File: src/rtl/fp_pkg.sv
// -----------------------------------------------------------------------------
// fp_pkg
// Shared widths, IEEE-754 field offsets and constants for the FPU input stage,
// plus the registered result record produced by fp_unpacker.
// Optional feature macro: FP_UNPACK_NAN_EN adds nan/snan to the result record.
// -----------------------------------------------------------------------------
package fp_pkg;

  localparam int FP_W   = 64;  // packed operand width
  localparam int EXP_W  = 11;  // exponent output width (double field width)
  localparam int SIG_W  = 53;  // {hidden, fraction}
  localparam int FRAC_W = 52;  // fraction field width, left-aligned
  localparam int LZ_W   = 6;   // holds 0..53

  // Double-precision field positions
  localparam int SIGN_BIT     = 63;
  localparam int DBL_EXP_MSB  = 62;
  localparam int DBL_EXP_LSB  = 52;
  localparam int DBL_FRAC_MSB = 51;
  localparam int DBL_FRAC_LSB = 0;

  // Single-precision field positions (single lives in fp[63:32])
  localparam int SGL_EXP_W    = 8;
  localparam int SGL_EXP_MSB  = 62;
  localparam int SGL_EXP_LSB  = 55;
  localparam int SGL_FRAC_MSB = 54;
  localparam int SGL_FRAC_LSB = 32;
  localparam int SGL_PAD      = 29;  // zero bits appended below F23

  localparam logic [EXP_W-1:0]     DBL_EXP_ONES = 11'h7FF;
  localparam logic [SGL_EXP_W-1:0] SGL_EXP_ONES = 8'hFF;

  typedef struct packed {
    logic              vld;
    logic              s;
    logic [EXP_W-1:0]  e;
    logic              e_z;
    logic              e_inf;
    logic [FRAC_W-1:0] h;
    logic              fz;
    logic [SIG_W-1:0]  f;
    logic [LZ_W-1:0]   lz;
`ifdef FP_UNPACK_NAN_EN
    logic              nan;
    logic              snan;
`endif
  } unpack_t;

endpackage

File: src/rtl/fp_unpacker_if.sv
// -----------------------------------------------------------------------------
// fp_unpacker_if
// Operand-in / fields-out bundle of the unpacker.
//   master : drives in_vld, fp, db, normal; receives the unpacked fields
//   slave  : the unpacker itself
// Inputs : in_vld, fp[63:0], db (1=double), normal (1=left-normalise f)
// Outputs: out_vld, s, e[10:0], e_z, e_inf, h[51:0], fz, f[52:0], lz[5:0]
//          (+ nan, snan when FP_UNPACK_NAN_EN is defined)
// -----------------------------------------------------------------------------
interface fp_unpacker_if;
  import fp_pkg::*;

  logic              in_vld;
  logic [FP_W-1:0]   fp;
  logic              db;
  logic              normal;

  logic              out_vld;
  logic              s;
  logic [EXP_W-1:0]  e;
  logic              e_z;
  logic              e_inf;
  logic [FRAC_W-1:0] h;
  logic              fz;
  logic [SIG_W-1:0]  f;
  logic [LZ_W-1:0]   lz;

`ifdef FP_UNPACK_NAN_EN
  logic              nan;
  logic              snan;

  modport master (
    output in_vld, fp, db, normal,
    input  out_vld, s, e, e_z, e_inf, h, fz, f, lz, nan, snan
  );
  modport slave (
    input  in_vld, fp, db, normal,
    output out_vld, s, e, e_z, e_inf, h, fz, f, lz, nan, snan
  );
`else
  modport master (
    output in_vld, fp, db, normal,
    input  out_vld, s, e, e_z, e_inf, h, fz, f, lz
  );
  modport slave (
    input  in_vld, fp, db, normal,
    output out_vld, s, e, e_z, e_inf, h, fz, f, lz
  );
`endif

endinterface

File: src/rtl/fp_unpacker_lzc53.sv
// -----------------------------------------------------------------------------
// lzc53
// Combinational leading-zero counter over a 53-bit significand.
//   sig[52:0] in  : value to scan, MSB first
//   lz[5:0]   out : number of zeros above the first 1; 53 when sig is zero
// -----------------------------------------------------------------------------
module lzc53
  import fp_pkg::*;
(
  input  logic [SIG_W-1:0] sig,
  output logic [LZ_W-1:0]  lz
);

  // Scanning upward means the last hit is the most significant set bit,
  // so its position wins without needing a priority chain written out.
  always_comb begin
    // NOTE: lz gets a default before the loop so no path leaves it unassigned,
    // which would otherwise infer a latch.
    lz = LZ_W'(SIG_W);
    for (int i = 0; i < SIG_W; i++) begin
      if (sig[i]) lz = LZ_W'(SIG_W - 1 - i);
    end
  end

endmodule

File: src/rtl/fp_unpacker.sv
// -----------------------------------------------------------------------------
// fp_unpacker
// Registered IEEE-754 operand unpacker at the FPU input stage. Splits a packed
// double, or a single held in fp[63:32], into sign, raw exponent, fraction,
// significand and class flags, optionally left-normalising the significand.
// One-cycle latency, no back-pressure; a result is captured every cycle.
//   clk  in : clock, rising edge
//   rst  in : asynchronous, active-high reset; clears every output
//   bus     : fp_unpacker_if.slave (see interface header for the signal list)
// Optional feature macro: FP_UNPACK_NAN_EN adds registered nan/snan outputs.
// -----------------------------------------------------------------------------
module fp_unpacker
  import fp_pkg::*;
(
  input  logic         clk,
  input  logic         rst,
  fp_unpacker_if.slave bus
);

  logic [EXP_W-1:0]  exp_d;
  logic [FRAC_W-1:0] frac_d;
  logic              e_inf_d;
  logic              e_z_d;
  logic              fz_d;
  logic [SIG_W-1:0]  sig_d;
  logic [SIG_W-1:0]  f_d;
  logic [LZ_W-1:0]   lz_d;
  unpack_t           res_d;
  unpack_t           res_q;

  // Field select. A single's fraction is padded with zeros at the bottom, so
  // the counter and shifter below serve both formats without special cases.
  always_comb begin
    exp_d   = '0;
    frac_d  = '0;
    e_inf_d = 1'b0;
    if (bus.db) begin
      exp_d   = bus.fp[DBL_EXP_MSB:DBL_EXP_LSB];
      frac_d  = bus.fp[DBL_FRAC_MSB:DBL_FRAC_LSB];
      e_inf_d = (bus.fp[DBL_EXP_MSB:DBL_EXP_LSB] == DBL_EXP_ONES);
    end else begin
      exp_d   = {{(EXP_W - SGL_EXP_W){1'b0}}, bus.fp[SGL_EXP_MSB:SGL_EXP_LSB]};
      frac_d  = {bus.fp[SGL_FRAC_MSB:SGL_FRAC_LSB], {SGL_PAD{1'b0}}};
      e_inf_d = (bus.fp[SGL_EXP_MSB:SGL_EXP_LSB] == SGL_EXP_ONES);
    end
  end

  assign e_z_d = (exp_d == '0);
  assign fz_d  = (frac_d == '0);
  // Hidden bit is simply ~e_z; denormals keep e=0 and are not rebiased.
  assign sig_d = {~e_z_d, frac_d};

  lzc53 u_lzc (
    .sig (sig_d),
    .lz  (lz_d)
  );

  // A shift by 53 (zero operand) yields 0; normalised values have lz=0.
  assign f_d = bus.normal ? (sig_d << lz_d) : sig_d;

  always_comb begin
    res_d       = '0;
    res_d.vld   = bus.in_vld;
    res_d.s     = bus.fp[SIGN_BIT];
    res_d.e     = exp_d;
    res_d.e_z   = e_z_d;
    res_d.e_inf = e_inf_d;
    res_d.h     = frac_d;
    res_d.fz    = fz_d;
    res_d.f     = f_d;
    res_d.lz    = lz_d;
`ifdef FP_UNPACK_NAN_EN
    res_d.nan   = e_inf_d & ~fz_d;
    // Quiet bit is the fraction MSB in both formats thanks to left alignment.
    res_d.snan  = e_inf_d & ~fz_d & ~frac_d[FRAC_W-1];
`endif
  end

  always_ff @(posedge clk or posedge rst) begin
    // NOTE: state registers use non-blocking assignment so every flop samples
    // pre-edge values regardless of process ordering.
    if (rst) res_q <= '0;
    else     res_q <= res_d;
  end

  assign bus.out_vld = res_q.vld;
  assign bus.s       = res_q.s;
  assign bus.e       = res_q.e;
  assign bus.e_z     = res_q.e_z;
  assign bus.e_inf   = res_q.e_inf;
  assign bus.h       = res_q.h;
  assign bus.fz      = res_q.fz;
  assign bus.f       = res_q.f;
  assign bus.lz      = res_q.lz;
`ifdef FP_UNPACK_NAN_EN
  assign bus.nan     = res_q.nan;
  assign bus.snan    = res_q.snan;
`endif

endmodule

File: src/flat_wrapper.sv
// flat-port wrapper written by rule: the top's interface ports become plain ports
module fp_unpacker_flat import fp_pkg::*;
  (clk, rst, bus_in_vld, bus_fp, bus_db, bus_normal, bus_out_vld, bus_s, bus_e, bus_e_z, bus_e_inf, bus_h, bus_fz, bus_f, bus_lz);
  fp_unpacker_if bus_i ();
  input  logic clk;
  input  logic rst;
  input wire logic [$bits(bus_i.in_vld)-1:0] bus_in_vld;
  input wire logic [$bits(bus_i.fp)-1:0] bus_fp;
  input wire logic [$bits(bus_i.db)-1:0] bus_db;
  input wire logic [$bits(bus_i.normal)-1:0] bus_normal;
  output wire logic [$bits(bus_i.out_vld)-1:0] bus_out_vld;
  output wire logic [$bits(bus_i.s)-1:0] bus_s;
  output wire logic [$bits(bus_i.e)-1:0] bus_e;
  output wire logic [$bits(bus_i.e_z)-1:0] bus_e_z;
  output wire logic [$bits(bus_i.e_inf)-1:0] bus_e_inf;
  output wire logic [$bits(bus_i.h)-1:0] bus_h;
  output wire logic [$bits(bus_i.fz)-1:0] bus_fz;
  output wire logic [$bits(bus_i.f)-1:0] bus_f;
  output wire logic [$bits(bus_i.lz)-1:0] bus_lz;
  assign bus_i.in_vld = bus_in_vld;
  assign bus_i.fp = bus_fp;
  assign bus_i.db = bus_db;
  assign bus_i.normal = bus_normal;
  assign bus_out_vld = bus_i.out_vld;
  assign bus_s = bus_i.s;
  assign bus_e = bus_i.e;
  assign bus_e_z = bus_i.e_z;
  assign bus_e_inf = bus_i.e_inf;
  assign bus_h = bus_i.h;
  assign bus_fz = bus_i.fz;
  assign bus_f = bus_i.f;
  assign bus_lz = bus_i.lz;
  fp_unpacker u_core (.clk(clk), .rst(rst), .bus(bus_i));
endmodule
File: config.mk
export PLATFORM = sky130hd
export DESIGN_NAME = fp_unpacker_flat
export DESIGN_NICKNAME = d
export VERILOG_FILES = /design/src/rtl/fp_pkg.sv /design/src/rtl/fp_unpacker_if.sv /design/src/rtl/fp_unpacker_lzc53.sv /design/src/rtl/fp_unpacker.sv /design/src/flat_wrapper.sv
export SDC_FILE = /design/constraint.sdc
export NUM_CORES = 1
export LEC_CHECK = 0
export ABC_AREA = 1
export BUFFER_PORTS_ARGS = -buffer_cell sky130_fd_sc_hd__buf_2
export CAP_MARGIN = 20
export CORE_MARGIN = 5
export CORE_UTILIZATION = 40
export CTS_BUF_LIST = sky130_fd_sc_hd__clkbuf_2
export DETAILED_ROUTE_END_ITERATION = 10
export REMOVE_ABC_BUFFERS = 1
export SLEW_MARGIN = 20
export SYNTH_ARGS = -nofsm -noshare
export SYNTH_HDL_FRONTEND = slang
export SYNTH_SLANG_ARGS = --single-unit
File: constraint.sdc
create_clock -name clk -period 9.7 [get_ports clk]
set_input_delay 0.97 -clock clk [delete_from_list [all_inputs] [get_ports clk]]
set_output_delay 0.97 -clock clk [all_outputs]
set_load 0.01 [all_outputs]
=== Yosys cells after proc, flatten, opt, wreduce, memory -nomap -nowiden ===
Index checks and enable logic that the tools add are counted.

* Logic and storage cells: 72
* Output and inout bits: 127
* Register bits: 127
* Bits of input ports: 69

* Multiplexer cells: 57
* Equal/unequal tests: 2
* Shift-type cells: 1
* Bitwise gates (word level): 1
* Reductions and logical operators: 2

{| class="wikitable"
|+ Operators by type and width
! kind !! number
|-
| $mux W6 || 52
|-
| $mux W53 || 1
|-
| $shl A53 B6 Y53 || 1
|-
| $logic_not A52 Y1 || 1
|-
| $mux W52 || 1
|-
| $eq A11 B11 Y1 const B || 1
|-
| $logic_not A11 Y1 || 1
|-
| $mux W11 || 1
|-
| $eq A8 B8 Y1 const B || 1
|-
| $mux W1 || 2
|-
| $not A1 Y1 || 1
|}

=== Longest topological paths before layout ===
Gate-level depths: netlist of the first run.

* Depth after elaboration: 56
* Gate-level depth with buffers: 63
* Mapped depth without buffers: 62

=== Hierarchy ===
Synthesis of the first run repeated with hierarchy kept, for this count alone.

* Cell total of the unflattened synthesis: 1346
* Area total of the unflattened synthesis: 8528.2 sq um

{| class="wikitable"
|+ By module, submodules not included
! module !! times used !! area an instance (sq um) !! cells an instance
|-
| fp_unpacker || 1 || 7732.4 || 1162
|-
| lzc53 || 1 || 795.8 || 184
|}

=== Worst setup path after synthesis of the first run ===
OpenSTA, ideal clock, no wires.

* Path type: in2reg
* Start: input bus_db
* End: register u_core.res_q, in the netlist u_core.bus.f[31]
* Path buffers: 2
* Arrival: 4.399 ns
* Setup slack: 5.163 ns
* Stages on the path: 60
* Cell sequence: buf_4 nand2_2 nand2_1 nand2_1 nand2_1 nand2_1 nand2_1 nand2_1 nand2_1 nand2_1 nand2_1 nand2_1 nand2_1 nand2_1 nand2_1 nand2_1 nand2_1 nand2_1 [24 not listed] nand2_1 nand2_1 nand2_1 nand2_1 nand2_1 nand2_1 nand2_1 nand2_1 nand2_2 nand2_4 buf_2 nand2_1 nand3_1 nand3_1 nand3_1 nand3_1 nand3_1 o21ai_0

* Word-level cells in the longest chain between the ends: 56

{| class="wikitable"
|+ RTL lines
! item !! RTL line !! source
|-
| start: declaration || flat_wrapper.sv:9 || <nowiki>input wire logic [$bits(bus_i.db)-1:0] bus_db;</nowiki>
|-
| $mux W52 || fp_unpacker.sv:37 || <nowiki>if (bus.db) begin</nowiki>
|-
| $mux W1 || fp_unpacker_lzc53.sv:21 || <nowiki>if (sig[i]) lz = LZ_W'(SIG_W - 1 - i);</nowiki>
|-
| $mux W6 (52 in a row) || fp_unpacker_lzc53.sv:21 ||
|-
| $shl A53 B6 Y53 || fp_unpacker.sv:59 || <nowiki>assign f_d = bus.normal ? (sig_d << lz_d) : sig_d;</nowiki>
|-
| $mux W53 * || fp_unpacker.sv:59 ||
|-
| via u_core.f_d[31] || fp_unpacker.sv:26 || <nowiki>logic [SIG_W-1:0] f_d;</nowiki>
|-
| end signal: assignment || fp_unpacker.sv:83 || <nowiki>else res_q <= res_d;</nowiki>
|-
| end: declaration || fp_unpacker.sv:29 || <nowiki>unpack_t res_q;</nowiki>
|}

Mark *: on every way through the listed nets, which the timed path passes. The rest lies on a longest branch.

=== Worst setup path in the final report of the first run ===
* Start: input bus_db
* End: register u_core.res_q, in the netlist u_core.bus.f[39]

The elaborated chain is that of the path after synthesis.

==> results.md, run 1 <==
* Status: finished, final reports clean
* Flops & latches, synth at 127
* Critical Path AT at 6.92 ns
* Buf/Inv on CP at 2
* Post-synth EDFFs at 0
* Critical path's top delay family: simple AND/OR/NAND/NOR gates
* Pleak at 5.03 nW
* Buffers on Ports at 195
* Critical path's most frequent cell: nand2_1
* Setup violators final at 0
* H-tree depth at 4
* Hold path cells at 1
* Mapped Area at 8070 um2
* Count leader, synth: nand3_1
* Top Ports at 196
* Via count at 9353
* Main combinational cell family by area after synthesis: simple AND/OR/NAND/NOR gates
* Die W at 152 um
* Overflow after GRT at 0
* Startpoint Class: input port
* Routed len/inst at 20.6 um
* Peak VDD IR at 0.0000719 V
* CTS tree: built
* Dpl hpwl at 24500 um
* First DRT Iteration DRCs at 1510
* CP Data Required Time at 10.37 ns
* CTS sink cnt at 127
* Largest fanout on the critical path at 53
* Post-Route WL at 33700 um
* Post-synthesis mux area share at 0%
* Vias in the first global route at 9020
* RePlAce Congestion at 0.966
* Share of cells above drive strength 1 at 20.2%
* Worst-Margin Slew at 1.06 ns
* Avg Inst Size Synth at 6.76 um2
* Register area at 3180 um2
* Simple-gate portion of the synthesized area at 45.8%
* Min cycle time layout at 6.24 ns
* Initial antenna violation count at 1
* Post-synth top cells: nand3_1 (425), nand2_1 (267), dfrtp_1 (127)
* Relative slew slack at 29.1%
* Root Driver: clkbuf_2
* Worst-path clk slew at 0.20 ns
* Clk buf depth at 2
* Row count at 52
* Filler cell count at 2166
* Crit-path slowest cell: nand2_4
* Sequential-to-total area share from yosys stat at 39.4%
* Crit. End Element: flip-flop
* DR vias/cell at 5.72
* Antenna-violating nets left at 0
* Overall Global Routing Usage at 28.6%
* Die H at 152 um
* Final worst-path cycle share at 64.3%
* Multi-input combinational cell area at 4250 um2
* Synth Area in Compound Gates at 6.49%
* Num CTS Buffers at 17
* DP Cell Count at 1602
* Largest net degree at the start of global routing at 66
* Max stage delay on crit path at 0.52 ns
* Fin. max-slew vios at 0
* Top area cells in the synthesized netlist: dfrtp_1 (39%), nand3_1 (26%), nand2_1 (12%), inv_1 (4.1%), o21ai_0 (2.7%)
* Yosys warns at 0
* Largest area contributor in the netlist: dfrtp_1
* Fmax at 160 MHz
* Synth unique cells at 28
* Hold path start: bus_fp[63]
* CTS resizes at 0
* Yosys top cell area share at 39.4%
* XOR/XNOR share of the synthesized area at 0%
* Hold Crit Endpoint: u_core.bus.s
* Final Util at 47.2%
* Prevailing post-synth register cell: dfrtp_1
* Final hold viol count at 0
* Max-cap violations at 0
* Final nets at 1420
* CORE AREA at 20000 um2
* DRC errors left at 0
* Initial Util at 40.3%
* Post-synthesis cell count at 1195
* Synth-to-Final Area Change at 17.3%
* Die area at 23100 um2
* Final setup TNS at 0 ns
* Post-CTS Setup Repair Bufs at 0
* Finished Layout Cells at 1636
* Critical path class: in2reg
* Adder-Cell Fraction of Synth Area at 0%
* Hold Crit Class: in2reg
* Unrepaired setup endpoints after global routing: no
* Pwr dens at 127 nW/um2
* Global-route wire length before repair at 52500 um
* Asr flop ratio synth at 100%
* CTS Hold Bufs at 0
* Drt first pass iters at 6
layout by cell type (no fill, tap or decap), types with 18 or more instances in the layout:
cell type  synthesis  routed
nand3_1          425     425
nand2_1          267     267
buf_2             16     195
dfrtp_1          127     127
inv_1             88      87
nor2_1            49      47
o21ai_0           43      43
or2_2             23      23
a21oi_1           21      20
o21ai_1           19      18
stage by stage:
step / total power, W / hold WS (ns) / setup slack (ns) / area [um2]
after global placement: 0.000846 / 1.08 / 2.79 / 9210
after CTS: 0.00121 / 0.278 / 3.64 / 9460
after global routing: 0.00126 / 0.256 / 2.68 / 9470
final: 0.00121 / 0.298 / 3.46 / 9470
after floorplan: 0.000727 / 1.00 / 2.82 / 7750
after detailed placement: 0.000844 / 1.08 / 2.85 / 9210
layer usage:
| layer | GRT usage, % | part of all wire [%] |
|---|---|---|
| met1 | 39.4 | 42 |
| met2 | 43.0 | 44 |
| met3 | 7.03 | 9.6 |
| met4 | 12.1 | 4.5 |
| met5 | 0 | 0 |
power by group:
part / internal (W) / total [W] / switching, W / leakage (nW)
sequential: 0.000564 / 0.000575 / 0.0000111 / 1.57
combinational: 0.0000842 / 0.000261 / 0.000177 / 3.31
clock: 0.000142 / 0.000369 / 0.000227 / 0.143
worst max-delay path by stage:
stage / cells past startpoint / endpoint / slack (ns) / startpoint
after global routing: 60 / u_core.bus.f[46] / 2.68 / bus_db
final: 58 / u_core.bus.f[39] / 3.46 / bus_db
after global placement: 59 / u_core.bus.f[37] / 2.79 / bus_db
after CTS: 59 / u_core.bus.f[37] / 3.64 / bus_db
after floorplan: 15 / u_core.bus.f[47] / 2.82 / bus_db
after detailed placement: 59 / u_core.bus.f[37] / 2.85 / bus_db
flip-flops by register name (all words and copies together) (netlist names):
register / count
u_core.bus.e: 11
u_core.bus.e_inf: 1
u_core.bus.e_z: 1
u_core.bus.f: 53
u_core.bus.fz: 1
u_core.bus.h: 52
u_core.bus.lz: 6
u_core.bus.out_vld: 1
u_core.bus.s: 1
cell type report:
cell class,count,share of cell area [%]
flip-flops and latches,127,33.6
repair buffers,210,11.5
clock inverters,15,1.77
well taps,270,3.57
inverters,95,3.79
diodes,2,0.0529
multi-input cells,900,44.8
clock buffers,17,0.899
cell families (layout without fill, tap and decap cells):
group                  after synthesis  count (layout)
AND/OR/NAND/NOR                    801             801
buffers and inverters              168             337
flip-flops                         127             127
AO/OA/AOI/OAI                       99              99
other                                0               2
(Power assumes the default switching activity.)
==> run 2, diff against run 1 <==
PLACE_DENSITY = 0.65   (was default)
clock period = 5.4 ns   (was 9.7 ns; I/O delays follow)
==> results.md, run 2 (synthesized netlist as in run 1, its figures left out) <==
* Final hold viol count at 0
* Post-Route WL at 33800 um
* DRC errors left at 0
* Most frequent cells in the layout: nand3_1 (425), nand2_1 (267), buf_2 (195)
* Status: finished, final reports clean
* Pleak at 5.23 nW
* Unrepaired setup endpoints after global routing: no
* Clk buf depth at 2
* Initial Util at 40.3%
* DR vias/cell at 5.79
* Max-cap violations at 0
* Crit. End Element: flip-flop
* Final Util at 49.1%
* Fin. max-slew vios at 0
* Min cycle time layout at 4.70 ns
* Antenna cells at 0
* First DRT Iteration DRCs at 1292
* Pwr dens at 217 nW/um2
* Die W at 152 um
* Overall Global Routing Usage at 28.4%
* Max stage delay on crit path at 0.31 ns
* Hold Crit Class: in2reg
* Initial antenna violation count at 0
* Fmax at 213 MHz
* CORE AREA at 20000 um2
* Routed len/inst at 20.2 um
* Relative slew slack at 31.4%
* Peak VDD IR at 0.000104 V
* Top Ports at 196
* Dpl hpwl at 24900 um
* Vias in the first global route at 9041
* Critical path's most frequent cell: nand2_1
* Drt first pass iters at 8
* Overflow after GRT at 0
* Global-route wire length before repair at 52000 um
* CTS tree: built
* Crit-path slowest cell: buf_2
* Commonest non-fill, non-tap cell in the layout: nand3_1
* Die H at 152 um
* Worst-path clk slew at 0.20 ns
* Startpoint Class: input port
* Fin Hold WS at 0.0779 ns
* Final worst-path cycle share at 87.1%
* H-tree depth at 4
* Via count at 9691
* CTS sink cnt at 127
* Row count at 52
* Largest net degree at the start of global routing at 76
* Critical path class: in2reg
* Antenna-violating nets left at 0
* Synth-to-Final Area Change at 21.8%
* Largest fanout on the critical path at 22
* Share of cells above drive strength 1 at 21.8%
* Root Driver: clkbuf_2
* Setup violators final at 0
* CP Data Required Time at 5.97 ns
* Num CTS Buffers at 17
* RePlAce Congestion at 0.959
* Worst-Margin Slew at 1.02 ns
* Buffers on Ports at 195
* Power, Total at 0.00213 W
* Critical Path AT at 5.27 ns
* Max reg flops at 53
* Final nets at 1461
* Die area at 23100 um2
[run 2: cell count changes in the layout (fill, tap and decap cells not counted), moves of 3 or more]
| cell | change |
|---|---|
| clkinv_2 | +3 |
| buf_12 | +4 |
| buf_4 | +24 |
| dlygate4sd3_1 | +13 |
[run 2: layout make-up]
class	instances	area (um2)
inverters	95	359
multi-input cells	900	4250
clock inverters	14	143
clock buffers	18	90.1
repair buffers	251	1480
well taps	270	338
fillers	2128	10200
flip-flops and latches	127	3180
[run 2: stage by stage]
step	instances	area, um2	TNS, ns	setup slack, ns
floorplan	1122	7750	-49.19	-1.05
global placement	1630	9470	0	0.0784
detailed placement	1630	9470	0	0.0882
CTS	1669	9770	0	0.848
global route	1675	9830	0	0.0805
finish	1675	9830	0	0.697
[run 2: worst max-delay path: cells and delay by family]
family / cells / cell delay [ns]
and+or+nand+nor: 58 / 4.07
buffers and inverters: 2 / 0.48
AOI/OAI and AO/OA: 1 / 0.12
[run 2: what timing repair did]
| action | CTS | global route |
|---|---|---|
| hold endpoints to repair | 39 | 3 |
| buffers inserted | 0 | 0 |
| setup endpoints to repair | 0 | 0 |
| resized for setup | 0 | 0 |
| hold buffers | 7 | 6 |
[run 2: report_power, final]
group	leakage (nW)	switching [W]	internal [W]
Sequential	1.57	0.0000187	0.00101
Combinational	3.52	0.000321	0.000164
Clock	0.143	0.000403	0.000213
Total	5.23	0.000743	0.00139
[run 2: path summary, 6_finish.rpt]
path | from | end | slack (ns) | cells past startpoint
max | bus_db | u_core.bus.f[31] | 0.70 | 61
min | bus_fp[56] | u_core.bus.e[4] | 0.08 | 3
max in group asynchronous | rst | u_core.bus.f[2] | 3.64 | 4
min in group asynchronous | rst | u_core.bus.h[3] | 0.52 | 3
[run 2: routing by layer]
layer	wire (um)	vias up	GRT usage [%]
met2	15100	634	43.2
met5	0	-	0
met4	1460	0	12.0
li1	-	4436	-
met3	3480	92	7.00
met1	13800	4529	38.8
==> run 3, diff against run 2 <==
GPL_TIMING_DRIVEN = 0   (was default)
==> results.md, run 3 (synthesized netlist as in run 1, its figures left out) <==
* Via count at 9366
* Clk buf depth at 2
* Net Sw Power at 0.000724 W
* H-tree depth at 4
* Largest net degree at the start of global routing at 72
* Relative slew slack at 33.9%
* Pwr dens at 210 nW/um2
* Drt first pass iters at 7
* Gate power share at 23.2%
* Max stage delay on crit path at 0.81 ns
* CORE AREA at 20000 um2
* Min cycle time layout at 4.83 ns
* Initial Util at 40.3%
* Antenna cells at 0
* Unrepaired setup endpoints after global routing: no
* Fin Hold WS at 0.0307 ns
* Top Layer Used: met4
* Crit. End Element: flip-flop
* Global-route wire length before repair at 48700 um
* Final Util at 49.0%
* Peak VDD IR at 0.000105 V
* Overall Global Routing Usage at 26.2%
* Sw Ratio at 35.1%
* Pleak at 5.16 nW
* Hold path cells at 3
* Status: finished, final reports clean
* CTS sink cnt at 127
* Critical Path AT at 5.51 ns
* Max-cap violations at 0
* Clock power frac at 27.0%
* Critical path's top delay family: simple AND/OR/NAND/NOR gates
* Finished Layout Cells at 1644
* Crit-path slowest cell: inv_2
* Worst-Margin Slew at 0.988 ns
* Root Driver: clkbuf_2
* Post-Route WL at 32700 um
* Final worst-path cycle share at 89.5%
* Overflow after GRT at 0
* Synth-to-Final Area Change at 21.7%
* Fin. max-slew vios at 0
* Wl on met1 at 13800 um
* Die W at 152 um
* Commonest non-fill, non-tap cell in the layout: nand3_1
* Dpl hpwl at 23300 um
* Top Ports at 196
* Final nets at 1430
* Max reg flops at 53
* Post-CTS Setup Repair Bufs at 0
* Hold Crit Endpoint: u_core.bus.e_inf
* DP Cell Count at 1595
* CP Data Required Time at 6.08 ns
* First DRT Iteration DRCs at 1172
* Buf/Inv on CP at 3
* Setup violators final at 0
* DR vias/cell at 5.70
* Startpoint Class: input port
* RePlAce Congestion at 0.932
* Num CTS Buffers at 17
* Fmax at 207 MHz
* Initial antenna violation count at 0
* Filler cell count at 2137
* DRC errors left at 0
* Met2 WL post-DR at 14700 um
* Antenna-violating nets left at 0
* Die H at 152 um
* Worst-path clk slew at 0.22 ns
* Routed len/inst at 19.9 um
* Die area at 23100 um2
* Flop pwr share at 49.8%
* Int Power at 0.00134 W
* Final hold viol count at 0
* Hold Crit Class: in2reg
* Met3 WL at 3120 um
* Row count at 52
* Vias in the first global route at 8751
* Critical path class: in2reg
* CTS tree: built
* Most frequent cells in the layout: nand3_1 (424), nand2_1 (265), buf_2 (194)
* Buffers on Ports at 195
* Hold path start: bus_fp[56]
* Critical path's most frequent cell: nand2_1
* Share of cells above drive strength 1 at 20.7%
* Largest fanout on the critical path at 39
[run 3: metal layers]
layer  global-route usage (%)  vias to the layer above
met4                     8.22                        0
li1                         -                     4388
met5                        0                        -
met1                     36.4                     4390
met3                     5.72                       66
met2                     41.2                      522
[run 3: what timing repair did]
item / CTS / global route
hold buffers: 6 / 4
pin swaps: 0 / 2
gates resized for setup: 4 / 9
endpoints found under the hold margin: 64 / 3
endpoints found under the setup margin: 53 / 53
gates cloned: 0 / 6
[run 3: how the worst max path moves through the flow]
stage               cells past startpoint  startpoint  slack, ns          endpoint
finish                                 33      bus_db       0.57  u_core.bus.f[46]
global route                           60      bus_db       0.04  u_core.bus.f[45]
detailed placement                     58      bus_db      -1.71  u_core.bus.f[28]
floorplan                              15      bus_db      -1.05  u_core.bus.f[47]
CTS                                    58      bus_db       0.02  u_core.bus.f[28]
global placement                       18      bus_db      -5.73  u_core.bus.f[47]
[run 3: power groups by stage]
stage	Clock (W)	Sequential (W)	Combinational [W]
final	0.000557	0.00103	0.000479
after CTS	0.000561	0.00103	0.000467
after floorplan	0	0.00108	0.000224
after global placement	0	0.00105	0.000452
after global routing	0.000614	0.00104	0.000530
after detailed placement	0	0.00105	0.000461
[run 3: through the flow]
step | TNS [ns] | instance area [um2] | setup slack (ns) | total power, W
floorplan | -49.19 | 7750 | -1.05 | 0.00131
global placement | -295.68 | 9070 | -5.73 | 0.00150
detailed placement | -81.94 | 9330 | -1.71 | 0.00151
CTS | 0 | 9630 | 0.0227 | 0.00206
global route | 0 | 9830 | 0.0399 | 0.00218
finish | 0 | 9830 | 0.569 | 0.00206
[run 3: area by class of cell]
type	instances	area, um2	share of cell area, %
Tap cell	270	338	3.44
Timing Repair Buffer	215	1360	13.9
Sequential cell	127	3180	32.3
Multi-Input combinational cell	905	4380	44.5
Inverter	95	363	3.69
Clock buffer	18	90.1	0.917
Clock inverter	14	119	1.21
[run 3: worst min-delay path, stage by stage]
cell and delay, ns:
buf_2 0.11, nand4_1 0.06, nor3_1 0.05
